### src/rtl/counter.sv
// -----------------------------------------------------------------------------
// counter
//
// Up/down counter that wraps inside a run-time programmable window [MIN, MAX].
// The window bounds, direction and run/stop control are sampled directly on
// every rising clock edge; the count itself is the only state and is driven
// out of a register.
//
// Ports
//   clk   in   system clock, all updates on the rising edge
//   rst   in   asynchronous active-high reset, forces OUT to 0 immediately
//   SS    in   1 = advance on each edge, 0 = hold
//   MODE  in   1 = count up, 0 = count down
//   MIN   in   WIDTH-bit lower bound of the window (inclusive)
//   MAX   in   WIDTH-bit upper bound of the window (inclusive)
//   OUT   out  WIDTH-bit registered count
// -----------------------------------------------------------------------------
module counter #(
  parameter int WIDTH = 4
) (
  input  logic             clk,
  input  logic             rst,
  input  logic             SS,
  input  logic             MODE,
  input  logic [WIDTH-1:0] MIN,
  input  logic [WIDTH-1:0] MAX,
  output logic [WIDTH-1:0] OUT
);

  logic [WIDTH-1:0] count_reg;
  logic [WIDTH-1:0] count_next;

  // A window holding at most one value (MIN == MAX) or an inverted one
  // (MIN > MAX) has nothing to count through, so the output just pins to MIN.
  logic degenerate;
  logic in_window;
  logic at_max;
  logic at_min;

  assign degenerate = (MIN >= MAX);
  assign in_window  = (count_reg >= MIN) && (count_reg <= MAX);
  assign at_max     = (count_reg == MAX);
  assign at_min     = (count_reg == MIN);

  // Wrapping is decided purely by the window bounds; the +1/-1 below is never
  // reached at the natural WIDTH-bit limits because MAX/MIN catch them first
  // (count_reg == all-ones implies at_max whenever it is in the window, and
  // count_reg == 0 likewise implies at_min).
  always_comb begin
    count_next = count_reg;
    if (SS) begin
      if (degenerate) begin
        count_next = MIN;
      end else if (!in_window) begin
        // Re-enter the window at the end we are about to count away from.
        count_next = MODE ? MIN : MAX;
      end else if (MODE) begin
        count_next = at_max ? MIN : count_reg + 1'b1;
      end else begin
        count_next = at_min ? MAX : count_reg - 1'b1;
      end
    end
  end

  always_ff @(posedge clk or posedge rst) begin
    if (rst) begin
      count_reg <= '0;
    end else begin
      count_reg <= count_next;
    end
  end

  assign OUT = count_reg;

endmodule

### config.mk
export PLATFORM = sky130hd
export DESIGN_NAME = counter
export DESIGN_NICKNAME = d
export VERILOG_FILES = /design/src/rtl/counter.sv
export SDC_FILE = /design/constraint.sdc
export NUM_CORES = 1
export LEC_CHECK = 0
export ABC_AREA = 1
export CAP_MARGIN = 5
export CORE_MARGIN = 5
export CORE_UTILIZATION = 50
export CTS_CLUSTER_DIAMETER = 30
export CTS_CLUSTER_SIZE = 25
export DETAILED_ROUTE_END_ITERATION = 12
export DONT_BUFFER_PORTS = 1
export GPL_TIMING_DRIVEN = 0
export PLACE_DENSITY = 0.73
export SYNTH_ARGS = -nofsm -noshare
export SYNTH_HDL_FRONTEND = slang
export SYNTH_SLANG_ARGS = --single-unit
### constraint.sdc
create_clock -name clk -period 2 [get_ports clk]
set_clock_uncertainty 0.05 [all_clocks]
set_input_delay 0.3 -clock clk [delete_from_list [all_inputs] [get_ports clk]]
set_output_delay 0.3 -clock clk [all_outputs]
set_load 0.05 [all_outputs]
# [After elaboration in Yosys (flattened, before gate mapping)]
# Cells that the tools add are included.
[classes] add_sub_neg=2 muxes=6 magnitude_cmp=3 n_eq_ne=2 n_reduce_logical=1
[ops] cell="two-way mux 4 bit" count=6
[ops] cell="== test 4 bit" count=2
[ops] cell="greater-or-equal comparator 4 bit" count=2
[ops] cell="adder 4 x 1 -> 4 bit, second input constant" count=1
[ops] cell="less-or-equal comparator 4 bit" count=1
[ops] cell="subtractor 4 x 1 -> 4 bit, second input constant" count=1
[ops] cell="logical AND 1 bit" count=1
[totals] output_inout_bits=4 word_cells=15 regBits=4 inputBits=12

# [Longest topological paths before layout]
# Gate-level depths: netlist of run 1.
[logic_depth] depth_word=5 mapped_depth=14 mapped_depth_nobuf=14

# [Least setup slack after synthesis of run 1]
# No wires, ideal clock.
[synth_path] path_kind="register to register" start="register count_reg[0], in the netlist OUT[0]" end="register count_reg[2], in the netlist OUT[2]" period_less_slack_ns=2.009 setup_ns=0.121 required_ns=1.829 path_buffers=0 stages_incl_launch_ff=14 arrival_ns=1.838 slack_ns=-0.009 cell_sequence="dfrtp_1 inv_1 ha_1 nand2_1 nor2_4 inv_2 nand2_1 nand2_1 nand2_1 nand2_1 nor2_1 nor2_1 nor2_1 nor2_1"
[synth_between] elab_chain_len=5 elab_cells_between_ends=12 cone_classes="add/sub: 2; order compare: 2; eq/ne: 2; mux: 5; reduce/logical: 1"
[synth_lines] item="start: declaration" line_no="30" source="logic [WIDTH-1:0] count_reg;"
[synth_lines] item="start signal: assignment" line_no="69" source="count_reg <= count_next;"
[synth_lines] item="subtractor 4 x 1 -> 4 bit (tied with other cells)" line_no="60" source="count_next = at_min ? MAX : count_reg - 1'b1;"
[synth_lines] item="two-way mux 4 bit, on equally long branches" line_no="60, 58"
[synth_lines] item="two-way mux 4 bit" line_no="57" source="end else if (MODE) begin"
[synth_lines] item="two-way mux 4 bit (*)" line_no="54" source="end else if (!in_window) begin"
[synth_lines] item="two-way mux 4 bit (*)" line_no="52" source="if (degenerate) begin"
# Mark *: on every way between the ends. The rest lies on a longest branch, timed or not.
# A chain may end at the register's enable or synchronous reset.

# [Worst setup path after layout of run 1]
[layout_path] start="register count_reg[1], in the netlist OUT[1]" end="register count_reg[3], in the netlist OUT[3]"
# The elaborated chain is that of the path after synthesis.

==> flow_summary.ini, run 1 <==
[final_layout]
nNetsFinal = 174
drive_gt1_share_pct = 20.4
fin_area_um2 = 1010
area_growth_pct = 21.4
n_antenna_cell = 0
largest_register_ffs = 4
final_core_util_pct = 65.4

[sta]
setup_viol = 0
min_period_over_period_pct = 96.3
max_slew_margin_pct = 81.0
rsz0062_at_grt = true
setup_tns_ns = 0
period_needed_ns = 1.93
fmax_ghz = 0.519
fin_ws_ns = 0.0743
drv_slew = 0
worstMarginPinSlew_ns = 0.285
finalHoldViolCount = 0

[route]
dr.pass1.iters = 4
post_drt_wl_per_cell_um = 13.8
vias = 903
drtAntennaViolNets = 0
drtIter0Drc = 29
routed_wl_mm = 2.26
viasPerCell = 5.54
post-route-drc-count = 0

[die]
rows = 14
io_pins = 16
dieArea_um2 = 2580
die_w_um = 50.8
design.core.area_um2 = 1540
die_h_um = 50.8
start_util_pct = 53.9

[clocking]
cts_tree = done
cts_sinks = 4
clock-root-buffer = clkbuf_4
h-tree-depth = 1
clkTransAtPathRegs_ns = 0.04
ctsLongestPathBuffers = 2
clk_latency_ns = 0.24
numCtsBuffers = 3

[worst_setup_path]
required_ns = 2.12
crit_path_end_kind = register
r2r_start = OUT[1]
path_cells = ha_4, nand2_4, nor2_4, inv_2, nand3_1, nand2_1, nand2_1, nor2_2, nor2_1, nor2_1, nor2_1
slowest_delay_ns = 0.60
cp_slowest_cell = dfrtp_4
crit_arrival_ns = 2.04
startpoint = OUT[1]
critical_path_buf_inv_count = 1
critPathMaxFanout = 8
critPathKind = register to register
path_common_cell = nor2_1
crit_family = simple AND/OR/NAND/NOR gates
cp-start-kind = register

[grt]
grt_overflow_total = 0
antenna_found_initial = 0
gr-usage-all-layers_pct = 17.4
grt_pass1_wl_mm = 3.57
grt_max_degree = 11
grt_pass1_vias = 819

[place]
placed_cell_area_um2 = 852
portBuffers = 0
gp_congestion = 0.891
hpwl_mm = 1.71
post-place-ws_ns = -0.127

[logic_synthesis]
synth_seq_area_share_pct = 12.0
syn_avg_cell_area_um2 = 5.89
syn-num-nets = 167
ys_warn_count = 0
yosys.area.top_type_share_pct = 21.1
netlist_area_um2 = 831
ys_seq_elements = 4
synth_top_area_cell = ha_1
synthDistinctLibCells = 19
syn-instance-count = 141
synth_area_leaders = ha_1, nand2_1, dfrtp_1

[job]
drv_cap = 0

[power]
p_total_uw = 902
ir_worst_vdd_mv = 0.629
p_leak_uw = 0.000547
p_per_area_nw_per_um2 = 894

[worst_hold_path]
hold_path_class = input port to register
hp-start = SS

[run_status]
outcome = complete, no violations
## layout by cell type (no fill, tap or decap), types with 4 or more instances in the layout
cell type  synthesis  routed
nand2_1           46      43
inv_1             21      20
nor2_1            21      20
nand3_1            9       9
ha_1              14       8
ha_4               0       6
a21oi_1            6       5
dfrtp_4            0       4
nand2_2            2       4
o21ai_0            4       4
## power breakdown
| group | leakage, uW | internal (uW) | total, uW | switching [uW] |
|---|---|---|---|---|
| clock network | 0.0000150 | 75.3 | 115 | 40.2 |
| registers | 0.0000429 | 113 | 247 | 133 |
| logic | 0.000489 | 225 | 539 | 315 |
## layout make-up
class,count,area (um^2)
fill,152,533
tap,16,20.0
clock buffer,4,26.3
timing repair buffer,2,17.5
buffer,1,5.00
multi-input combinational,113,733
inverter,23,91.3
sequential,4,115
## path summary, 6_finish.rpt
check                      endpoint  slack, ns  depth (start not counted)
max                          OUT[3]       0.07                         11
min                          OUT[0]       0.15                          2
max reg2reg                  OUT[3]       0.07                         11
min reg2reg                  OUT[0]       0.69                          2
max in group asynchronous    OUT[2]       1.39                          2
min in group asynchronous    OUT[1]       0.34                          2
## per-layer routing
layer / GRT usage [%] / vias up / share of wire (%)
li1: - / 452 / -
met1: 22.3 / 408 / 40
met2: 28.7 / 35 / 51
met3: 5.33 / 8 / 7.2
met4: 2.98 / 0 / 2.0
met5: 0 / - / 0
## cell usage after synthesis (all sizes together)
library cell  count
dfrtp             4
buf               1
ha               14
xnor2             1
inv              23
o21ai             6
nand3b            1
nand2            50
nor2             23
o21bai            1
nand3            10
a21oi             6
xor2              1
## what timing repair did
action	4_1_cts	5_1_grt
hold buffers	1	0
endpoints found under the hold margin	4	0
setup endpoints to repair	4	4
gates cloned	0	0
setup buffers	0	1
gates resized for setup	5	17
pin swaps	0	9
## through the flow
step / std cells / hold slack, ns
finish: 163 / 0.147
global route: 163 / 0.146
CTS: 162 / 0.149
detailed placement: 157 / 0.0318
global placement: 157 / 0.0248
floorplan: 141 / 0.0160
## kinds of logic after synthesis
kind of cell / count (synthesis) / synth area share, %
XOR/XNOR: 2 / 2.11
AO/OA/AOI/OAI: 13 / 8.13
adder cells (fa/ha/maj): 14 / 21.1
flip-flops: 4 / 12.0
buffers and inverters: 24 / 11.0
AND/OR/NAND/NOR: 84 / 45.6
No activity file was read; power rests on OpenSTA's default activity.
==> inputs of run 2 (changes only) <==
- ABC_CLOCK_PERIOD_IN_PS: not set -> 2000
- PLACE_DENSITY: 0.73 -> not set
==> flow_summary.ini, run 2 (synthesis results as in run 1) <==
[clocking]
ctsLongestPathBuffers = 2
h-tree-depth = 1
clkTransAtPathRegs_ns = 0.05
cts_tree = done
clk_latency_ns = 0.24
cts_sinks = 4
clock-root-buffer = clkbuf_4
numCtsBuffers = 3

[final_layout]
nNetsFinal = 174
final_core_util_pct = 66.6
mostFrequentLayoutCells = nand2_1, inv_1, nor2_1
largest_register_ffs = 4
mostFrequentLayoutCell = nand2_1
area_growth_pct = 23.6
n_antenna_cell = 0
drive_gt1_share_pct = 20.4
num-fill-cells = 157

[grt]
grt_pass1_vias = 746
gr-usage-all-layers_pct = 17.1
grt_max_degree = 11
grt_pass1_wl_mm = 3.42
grt_overflow_total = 0
antenna_found_initial = 0

[power]
p_total_uw = 887
ir_worst_vdd_mv = 0.774
p_leak_uw = 0.000545
p_per_area_nw_per_um2 = 863

[route]
dr.pass1.iters = 4
drtIter0Drc = 29
vias = 839
drtAntennaViolNets = 0
viasPerCell = 5.15
post_drt_wl_per_cell_um = 13.4
routed_wl_mm = 2.19
post-route-drc-count = 0

[worst_setup_path]
required_ns = 2.08
r2r_end = OUT[2]
cp-start-kind = register
crit_path_end_kind = register
critPathKind = register to register
critical_path_buf_inv_count = 1
crit_family = simple AND/OR/NAND/NOR gates
path_common_cell = nor2_1
startpoint = OUT[1]
critPathMaxFanout = 8
slowest_delay_ns = 0.60
reg2reg_setup_slack_ns = 0.09
crit_arrival_ns = 1.99
reg2reg_depth = 10
r2r_start = OUT[1]
path_cells = ha_4, nand2_2, nor2_4, inv_4, nand3_4, nand2_4, nor2_1, nor2_2, nor2_1, nor2_1
cp_slowest_cell = dfrtp_4

[sta]
finalHoldViolCount = 0
min_period_over_period_pct = 95.4
fin_ws_ns = 0.0927
hold_slack_ns = 0.159
drv_slew = 0
setup_viol = 0
setup_tns_ns = 0
period_needed_ns = 1.91
max_slew_margin_pct = 77.5
fmax_ghz = 0.524
worstMarginPinSlew_ns = 0.338
rsz0062_at_grt = true

[die]
start_util_pct = 53.9
dieArea_um2 = 2580
die_w_um = 50.8
design.core.area_um2 = 1540
rows = 14
die_h_um = 50.8
io_pins = 16

[place]
portBuffers = 0
post-place-ws_ns = -0.133
gp_congestion = 0.794
hpwl_mm = 1.63

[worst_hold_path]
hp-start = SS
hold_path_class = input port to register
whs_path_depth = 2
hold-path-endpoint = OUT[0]

[job]
drv_cap = 0

[run_status]
outcome = complete, no violations
run 2: worst max-delay path by stage:
| stage | end | slack, ns | cells after the start |
|---|---|---|---|
| CTS | OUT[2] | 0.04 | 12 |
| floorplan | OUT[0] | 0.08 | 9 |
| global placement | OUT[0] | -0.11 | 9 |
| finish | OUT[2] | 0.09 | 10 |
| detailed placement | OUT[1] | -0.13 | 9 |
| global route | OUT[2] | -0.07 | 9 |
run 2: area by class of cell:
type	instances	area [um^2]	share of cell area [%]
Tap cell	16	20.0	1.95
Clock buffer	4	26.3	2.56
Sequential cell	4	115	11.2
Multi-Input combinational cell	113	747	72.7
Inverter	23	96.3	9.38
Timing Repair Buffer	2	17.5	1.71
Buffer	1	5.00	0.487
run 2: power by group:
group | switching [uW] | leakage (uW) | internal, uW
clock network | 40.0 | 0.0000150 | 75.4
registers | 143 | 0.0000429 | 113
logic | 294 | 0.000487 | 221
run 2: metal layers:
layer	track usage [%]	vias to the layer above	routed length, um
met4	3.83	0	11
li1	-	452	-
met5	0	-	0
met1	23.4	364	1020
met2	26.7	19	1030
met3	4.73	4	124
run 2: worst register-to-register path, stage by stage, from the launching register on:
cell     delay (ns)
dfrtp_4        0.60
ha_4           0.32
nand2_2        0.06
nor2_4         0.19
inv_4          0.07
nand3_4        0.10
nand2_4        0.07
nor2_1         0.11
nor2_2         0.06
nor2_1         0.11
nor2_1         0.06
run 2: per-stage QoR:
step	cell area [um^2]	instances
2_1_floorplan	832	141
3_3_place_gp	852	157
3_5_place_dp	852	157
4_1_cts	895	162
5_1_grt	1030	163
6_report	1030	163
run 2: timing repair:
item                       in CTS  in global routing
hold endpoints to repair        4                  0
setup buffers                   0                  1
hold buffers                    1                  0
setup endpoints to repair       4                  4
pin swaps                       0                  7
resized for setup               5                 18
